===== src/rtl/pm_loader.sv =====
// Program-memory loader / core run controller: holds the core in reset while streaming bytes into program memory.
// Writes land 1 cycle after each accepted byte; byte_ready is high only in LOAD, so the source stalls in every other state.
module pm_loader #(
  parameter int RESET_HOLD = 4,
  parameter int TIMEOUT    = 255
) (
  input  logic       clk,
  input  logic       reset,
  input  logic       load_req,
  input  logic [7:0] load_len,
  input  logic       byte_valid,
  input  logic [7:0] byte_data,
  output logic       byte_ready,
  output logic       pm_wren,
  output logic [7:0] pm_wr_addr,
  output logic [7:0] pm_wr_data,
  output logic       cpu_reset,
  output logic       busy,
  output logic       done,
  output logic       error,
  output logic [7:0] checksum
);

  localparam int HW = $clog2(RESET_HOLD + 1);
  localparam int TW = $clog2(TIMEOUT + 1);
  localparam logic [HW-1:0] HOLD_LAST = HW'(RESET_HOLD - 1);
  localparam logic [TW-1:0] IDLE_LAST = TW'(TIMEOUT - 1);

  typedef enum logic [1:0] {S_HOLD, S_RUN, S_LOAD, S_ERR} state_t;

  state_t        state_q, state_d;
  logic [HW-1:0] hold_cnt_q, hold_cnt_d;
  logic [TW-1:0] idle_cnt_q, idle_cnt_d;
  logic [8:0]    len_q, len_d;
  logic [8:0]    xfer_cnt_q, xfer_cnt_d;
  logic [7:0]    addr_q, addr_d;
  logic [7:0]    checksum_q, checksum_d;
  logic          pm_wren_q, pm_wren_d;
  logic [7:0]    pm_wr_addr_q, pm_wr_addr_d;
  logic [7:0]    pm_wr_data_q, pm_wr_data_d;
  logic          done_q, done_d;

  logic load_start, xfer, last_xfer, hold_expired, timed_out;

  assign load_start   = load_req && (state_q != S_LOAD);
  assign xfer         = byte_valid && byte_ready;
  assign last_xfer    = xfer && ((xfer_cnt_q + 9'd1) == len_q);
  assign hold_expired = (hold_cnt_q == HOLD_LAST);
  // A transfer in the would-be timeout cycle keeps the load alive.
  assign timed_out    = !xfer && (idle_cnt_q == IDLE_LAST);

  always_ff @(posedge clk) begin
    if (reset) begin
      state_q      <= S_HOLD;
      hold_cnt_q   <= '0;
      idle_cnt_q   <= '0;
      len_q        <= '0;
      xfer_cnt_q   <= '0;
      addr_q       <= '0;
      checksum_q   <= '0;
      pm_wren_q    <= 1'b0;
      pm_wr_addr_q <= '0;
      pm_wr_data_q <= '0;
      done_q       <= 1'b0;
    end else begin
      state_q      <= state_d;
      hold_cnt_q   <= hold_cnt_d;
      idle_cnt_q   <= idle_cnt_d;
      len_q        <= len_d;
      xfer_cnt_q   <= xfer_cnt_d;
      addr_q       <= addr_d;
      checksum_q   <= checksum_d;
      pm_wren_q    <= pm_wren_d;
      pm_wr_addr_q <= pm_wr_addr_d;
      pm_wr_data_q <= pm_wr_data_d;
      done_q       <= done_d;
    end
  end

  always_comb begin
    state_d = state_q;
    case (state_q)
      S_HOLD: begin
        if (load_start)        state_d = S_LOAD;
        else if (hold_expired) state_d = S_RUN;
      end
      S_RUN:  if (load_start) state_d = S_LOAD;
      S_LOAD: begin
        if (last_xfer)      state_d = S_HOLD;
        else if (timed_out) state_d = S_ERR;
      end
      S_ERR:  if (load_start) state_d = S_LOAD;
      default: state_d = S_HOLD;
    endcase
  end

  always_comb begin
    hold_cnt_d   = (state_q == S_HOLD) ? hold_cnt_q + 1'b1 : '0;
    idle_cnt_d   = idle_cnt_q;
    len_d        = len_q;
    xfer_cnt_d   = xfer_cnt_q;
    addr_d       = addr_q;
    checksum_d   = checksum_q;
    pm_wren_d    = xfer;
    pm_wr_addr_d = xfer ? addr_q : pm_wr_addr_q;
    pm_wr_data_d = xfer ? byte_data : pm_wr_data_q;
    done_d       = last_xfer;
    if (load_start) begin
      len_d      = (load_len == 8'd0) ? 9'd256 : {1'b0, load_len};
      idle_cnt_d = '0;
      xfer_cnt_d = '0;
      addr_d     = '0;
      checksum_d = '0;
    end else if (xfer) begin
      idle_cnt_d = '0;
      xfer_cnt_d = xfer_cnt_q + 9'd1;
      addr_d     = addr_q + 8'd1;
      checksum_d = checksum_q + byte_data;
    end else if (state_q == S_LOAD) begin
      idle_cnt_d = idle_cnt_q + 1'b1;
    end
  end

  always_comb begin
    byte_ready = (state_q == S_LOAD);
    busy       = (state_q == S_LOAD);
    error      = (state_q == S_ERR);
    cpu_reset  = (state_q != S_RUN);
    pm_wren    = pm_wren_q;
    pm_wr_addr = pm_wr_addr_q;
    pm_wr_data = pm_wr_data_q;
    done       = done_q;
    checksum   = checksum_q;
  end

endmodule


===== config.mk =====
export PLATFORM = sky130hd
export DESIGN_NAME = pm_loader
export DESIGN_NICKNAME = d
export VERILOG_FILES = /design/src/rtl/pm_loader.sv
export SDC_FILE = /design/constraint.sdc
export NUM_CORES = 1
export LEC_CHECK = 0
export BUFFER_PORTS_ARGS = -buffer_cell sky130_fd_sc_hd__buf_2
export CAP_MARGIN = 5
export CELL_PAD_IN_SITES_DETAIL_PLACEMENT = 1
export CELL_PAD_IN_SITES_GLOBAL_PLACEMENT = 1
export CORE_MARGIN = 5
export CORE_UTILIZATION = 45
export DETAILED_ROUTE_END_ITERATION = 8
export PLACE_DENSITY_LB_ADDON = 0.1
export SYNTH_ARGS = -nofsm -noshare
export SYNTH_HDL_FRONTEND = slang
export SYNTH_SLANG_ARGS = --single-unit
export TNS_END_PERCENT = 50

===== constraint.sdc =====
create_clock -name clk -period 3.6 [get_ports clk]
set_clock_uncertainty 0.15 [all_clocks]
set_input_delay 0.72 -clock clk [delete_from_list [all_inputs] [get_ports clk]]
set_output_delay 0.72 -clock clk [all_outputs]
set_load 0.005 [all_outputs]

**Word-level counts from Yosys, hierarchy flattened**

Cells that the tools add are included.

- Reduce and logical (&&, ||, !) cells: 12
- Bitwise gates (word level): 1
- Muxes and demuxes: 7
- Add/subtract/negate cells: 5
- Equality and inequality tests: 11

Operators by type and width:

| cell | number |
|---|---|
| $add 8x1->8 const B | 2 |
| $mux 2 | 5 |
| $add 9x1->9 const B | 1 |
| $eq 9x9->1 | 1 |
| $mux 9 | 1 |
| $add 8x8->8 | 1 |
| $eq 8x8->1 const B | 1 |
| $logic_not 8->1 | 1 |
| $pmux 2 s3 | 1 |
| $reduce_or 2->1 | 3 |
| $eq 2x2->1 const B | 2 |
| $logic_and 1x1->1 | 4 |
| $ne 2x1->1 const B | 2 |
| $add 3x1->3 const B | 1 |
| $eq 3x2->1 const B | 1 |
| $ne 3x1->1 const B | 1 |
| $ne 3x3->1 const B | 1 |
| $reduce_and 3->1 | 1 |
| $reduce_or 3->1 | 1 |
| $eq 2x1->1 const B | 1 |
| $logic_not 2->1 | 1 |
| $ne 2x2->1 const B | 1 |
| $logic_not 1->1 | 1 |
| $not 1->1 | 1 |

- Word-level logic and storage cells: 47
- Output and inout bits: 30
- Flip-flop bits (word level): 65
- Input bits: 20

**Longest topological paths before layout**

- Word-level depth: 7
- Gate-level depth with buffers: 9
- Mapped depth without buffers: 9

**Least setup slack after synthesis**

OpenSTA, ideal clock, no wires.

- Kind: input to register
- Start: input byte_data[0]
- End: register checksum_q[6], in the netlist checksum[6]
- Buffers on the path: 0
- Path slack: 1.096 ns
- Setup time: 0.062 ns
- Required time: 3.388 ns
- Data arrival time: 2.292 ns
- Cell stages on the path: 9
- Cells stage by stage: ha_1 > inv_1 > fa_1 > nor2b_1 > o21ai_0 > a21boi_0 > o21ai_0 > or4_1 > nand3_1

- Word-level cells in the longest chain between the ends: 1

Ends and longest elaborated chain:

| what | line | source |
|---|---|---|
| start, declared | 12 | `input logic [7:0] byte_data,` |
| $add 8x8->8 | 118 | `checksum_d = checksum_q + byte_data;` |
| end signal, assigned | 72 | `checksum_q <= checksum_d;` |
| end, declared | 37 | `logic [7:0] checksum_q, checksum_d;` |

No other way between the ends.
A chain may end at the register's enable or synchronous reset.

**Final worst setup path**

Ends and elaborated chain as after synthesis.

==> key figures <==
Place
  • Placed inst area: 0.00333 mm^2
  • IO buf count: 49
  • Routability cong.: 0.891
  • HPWL after DPL: 5450 um
  • Pre-CTS setup slack: 0.778 ns
  • Placed cell count: 484

Route
  • Drt wl/cell: 14.9 um
  • Met1 WL: 3340 um
  • DRT Pass-1 Iters: 4
  • Final wirelength: 7460 um
  • Routed met3 length: 258 um
  • Highest routed metal layer: met4
  • Final ANT Viol Nets: 0
  • Vias post-DR: 2650
  • DR WL met2: 3680 um
  • Vias per cell: 5.30
  • Starting DRC count in detailed routing: 79
  • DRC Markers: 0

Yosys
  • Synth top area cells: dfxtp_1 43%, nand2_1 8.8%, a21oi_1 6.3%
  • Area leader, netlist: dfxtp_1
  • Post-Syn Instances: 368
  • Post-Syn Area per Cell: 8.26 um^2
  • Post-synth net total: 402
  • Synth warn: 0
  • Yosys reg bits: 65
  • Post-synth top area share: 0.428
  • Sequential area share after synthesis: 0.428
  • Synthesized cell area: 0.00304 mm^2
  • Netlist cell types: 44

Floorplan
  • DIE HEIGHT: 92.2 um
  • Die area: 0.00850 mm^2
  • CORE AREA: 0.00668 mm^2
  • # rows: 30
  • Die Wd: 92.2 um
  • Io pins: 50
  • Starting Density: 0.455

CTS
  • CTS sink cnt: 65
  • Clock root buffer: clkbuf_8
  • CTS H-Tree Depth: 3
  • Total CTS buffers: 9
  • CTS tree: done
  • Cts repair resizes: 0
  • Worst-skew pair later-pin latency: 0.35 ns
  • Clock slew at the register clock pins of the worst setup and hold paths: 0.08 ns
  • Hold buffers post-CTS: 0
  • Max Root-Sink Buffers: 2
  • Setup bufs post-CTS: 0

STA
  • Setup_tns: 0 ns
  • Crit path time final: 2.54 ns
  • Final WS setup: 1.06 ns
  • Slew margin rel.: 0.696
  • Worst hold slack: 0.297 ns
  • Pins over their slew limit: 0
  • Highest clock rate: 393 MHz
  • Period utilization: 0.706
  • RSZ-0062 raised after global routing: false
  • Slew @ Worst Pin: 0.456 ns
  • Endpoints failing setup: 0
  • Hold Vio Cnt, Final: 0

Global route
  • Total grt overflow: 0
  • Largest net degree at the start of global routing: 32
  • First-pass GRT wire length: 12800 um
  • Total Routing Usage GR: 0.189
  • Initial antenna violation count: 0
  • Vias in the first global route: 2759

Worst setup path
  • WP data arrival: 2.68 ns
  • CP required: 3.74 ns
  • WP buf/inv: 2
  • Crit-path cells: buf_2 > ha_1 > inv_1 > fa_1 > nor2b_1 > o21ai_0 > a21boi_0 > o21ai_0 > or4_1 > nand3_1
  • CP endpoint kind: register
  • Max incr delay on CP: 0.41 ns
  • Top Family by Delay on Critical Path: simple AND/OR/NAND/NOR gates
  • Crit start category: input port
  • WS Path Type: input port to register
  • Critical Path Most Common Cell: o21ai_0
  • Crit. Startpoint: byte_data[0]
  • CP max-delay cell: fa_1
  • Worst r2r src: checksum[0]
  • Worst-path maximum fanout: 3

Outcome
  • Status: complete, no violations

Cells and area
  • Final antenna diode count: 0
  • Nets: 449
  • Filler cells: 832
  • Fin util: 0.533
  • Layout cells sized above 1: 0.188
  • Fin area: 0.00356 mm^2
  • Final std cells w/o fill: 500
  • Sequential cell area: 0.00130 mm^2
  • Layout area overhead: 17.0%
  • Multi-input logic area: 0.00160 mm^2

Power
  • VDD IR max: 0.000219 V
  • Pwr Total: 1.60 mW
  • Leakage Power: 1.46 nW
  • PD cells: 450 mW/mm^2

Min path
  • Hold_sp: hold_cnt_q[0]
  • HP Class: register to register

Run
  • MaxCap Viol Count: 0
==> metal layers <==
| metal | global-route usage | vias up |
|---|---|---|
| met5 | 0 | - |
| met4 | 0.0879 | 0 |
| met3 | 0.0361 | 15 |
| met2 | 0.333 | 48 |
| met1 | 0.219 | 1233 |
| li1 | - | 1354 |
==> power breakdown <==
part	leakage [nW]	internal [mW]	switching (mW)
clock network	0.110	0.397	0.305
registers	0.527	0.738	0.0165
logic	0.821	0.0570	0.0861
total	1.46	1.19	0.408
==> worst reg2reg max path: stages, from the launching register on <==
cell and delay (ns):
dfxtp_1 0.36, ha_1 0.22, inv_1 0.07, fa_1 0.41, nor2b_1 0.13, o21ai_0 0.11, a21boi_0 0.27, o21ai_0 0.16
or4_1 0.41, nand3_1 0.09
==> flip-flops by register name, summed over array words and instances, names as in the netlist <==
name,cells
pm_wr_data,8
xfer_cnt_q,9
pm_wren,1
addr_q,8
state_q,2
hold_cnt_q,3
pm_wr_addr,8
idle_cnt_q,8
len_q,9
done,1
checksum,8
==> final timing paths <==
check | to | slack (ns) | cells past startpoint
worst min-delay path | hold_cnt_q[0] | 0.30 | 1
worst min register to register | hold_cnt_q[0] | 0.30 | 1
worst max-delay path | checksum[6] | 1.06 | 10
worst max register to register | checksum[6] | 1.16 | 9
==> synth_stat cells (all sizes together) <==
master,instances
a22o,3
ha,13
or4,1
o311ai,1
o21ai,22
and4b,1
nor2,32
a21boi,1
o31ai,4
nor3,3
nor2b,4
nor4b,1
and4,1
buf,14
fa,1
or3,3
clkbuf,5
a21oi,38
a21o,1
dfxtp,65
a211oi,4
nor3b,1
a31oi,3
and3,5
and2,4
nand3,10
nor4,7
nand2b,2
nand2,71
xor2,18
o22ai,1
inv,10
xnor2,12
nand4,6
==> kinds of logic after synthesis <==
family,synth area share
xor gates and xnor gates,0.0864
adders and majority gates,0.0601
AOI/OAI and AO/OA,0.147
buffers and inverters,0.0449
DFF,0.428
and+or+nand+nor,0.234
==> layout by cell type, fill, tap and decap left out, types with 2 or more instances in the layout <==
master / count
nand3_1: 10
nor4_1: 5
inv_6: 2
a31oi_1: 3
nand2_1: 71
nand4_1: 6
clkinv_4: 2
bufinv_16: 2
a22o_1: 3
xor2_1: 18
ha_1: 13
nor3_1: 2
buf_2: 49
a21oi_1: 38
inv_1: 8
inv_2: 2
and3_1: 5
or3_1: 3
and2_1: 3
dfxtp_1: 65
o21ai_0: 21
nor4_2: 2
clkbuf_8: 9
nor2_1: 32
nor2b_1: 3
xnor2_1: 12
buf_4: 6
o31ai_1: 4
a211oi_1: 4
==> final cells by class <==
type | instances | share of cell area
Inverter | 10 | 0.0105
Multi-Input combinational cell | 274 | 0.450
Clock inverter | 7 | 0.0288
Timing Repair Buffer | 55 | 0.0816
Sequential cell | 65 | 0.366
Tap cell | 80 | 0.0281
Clock buffer | 9 | 0.0348
(Power assumes the default switching activity.)
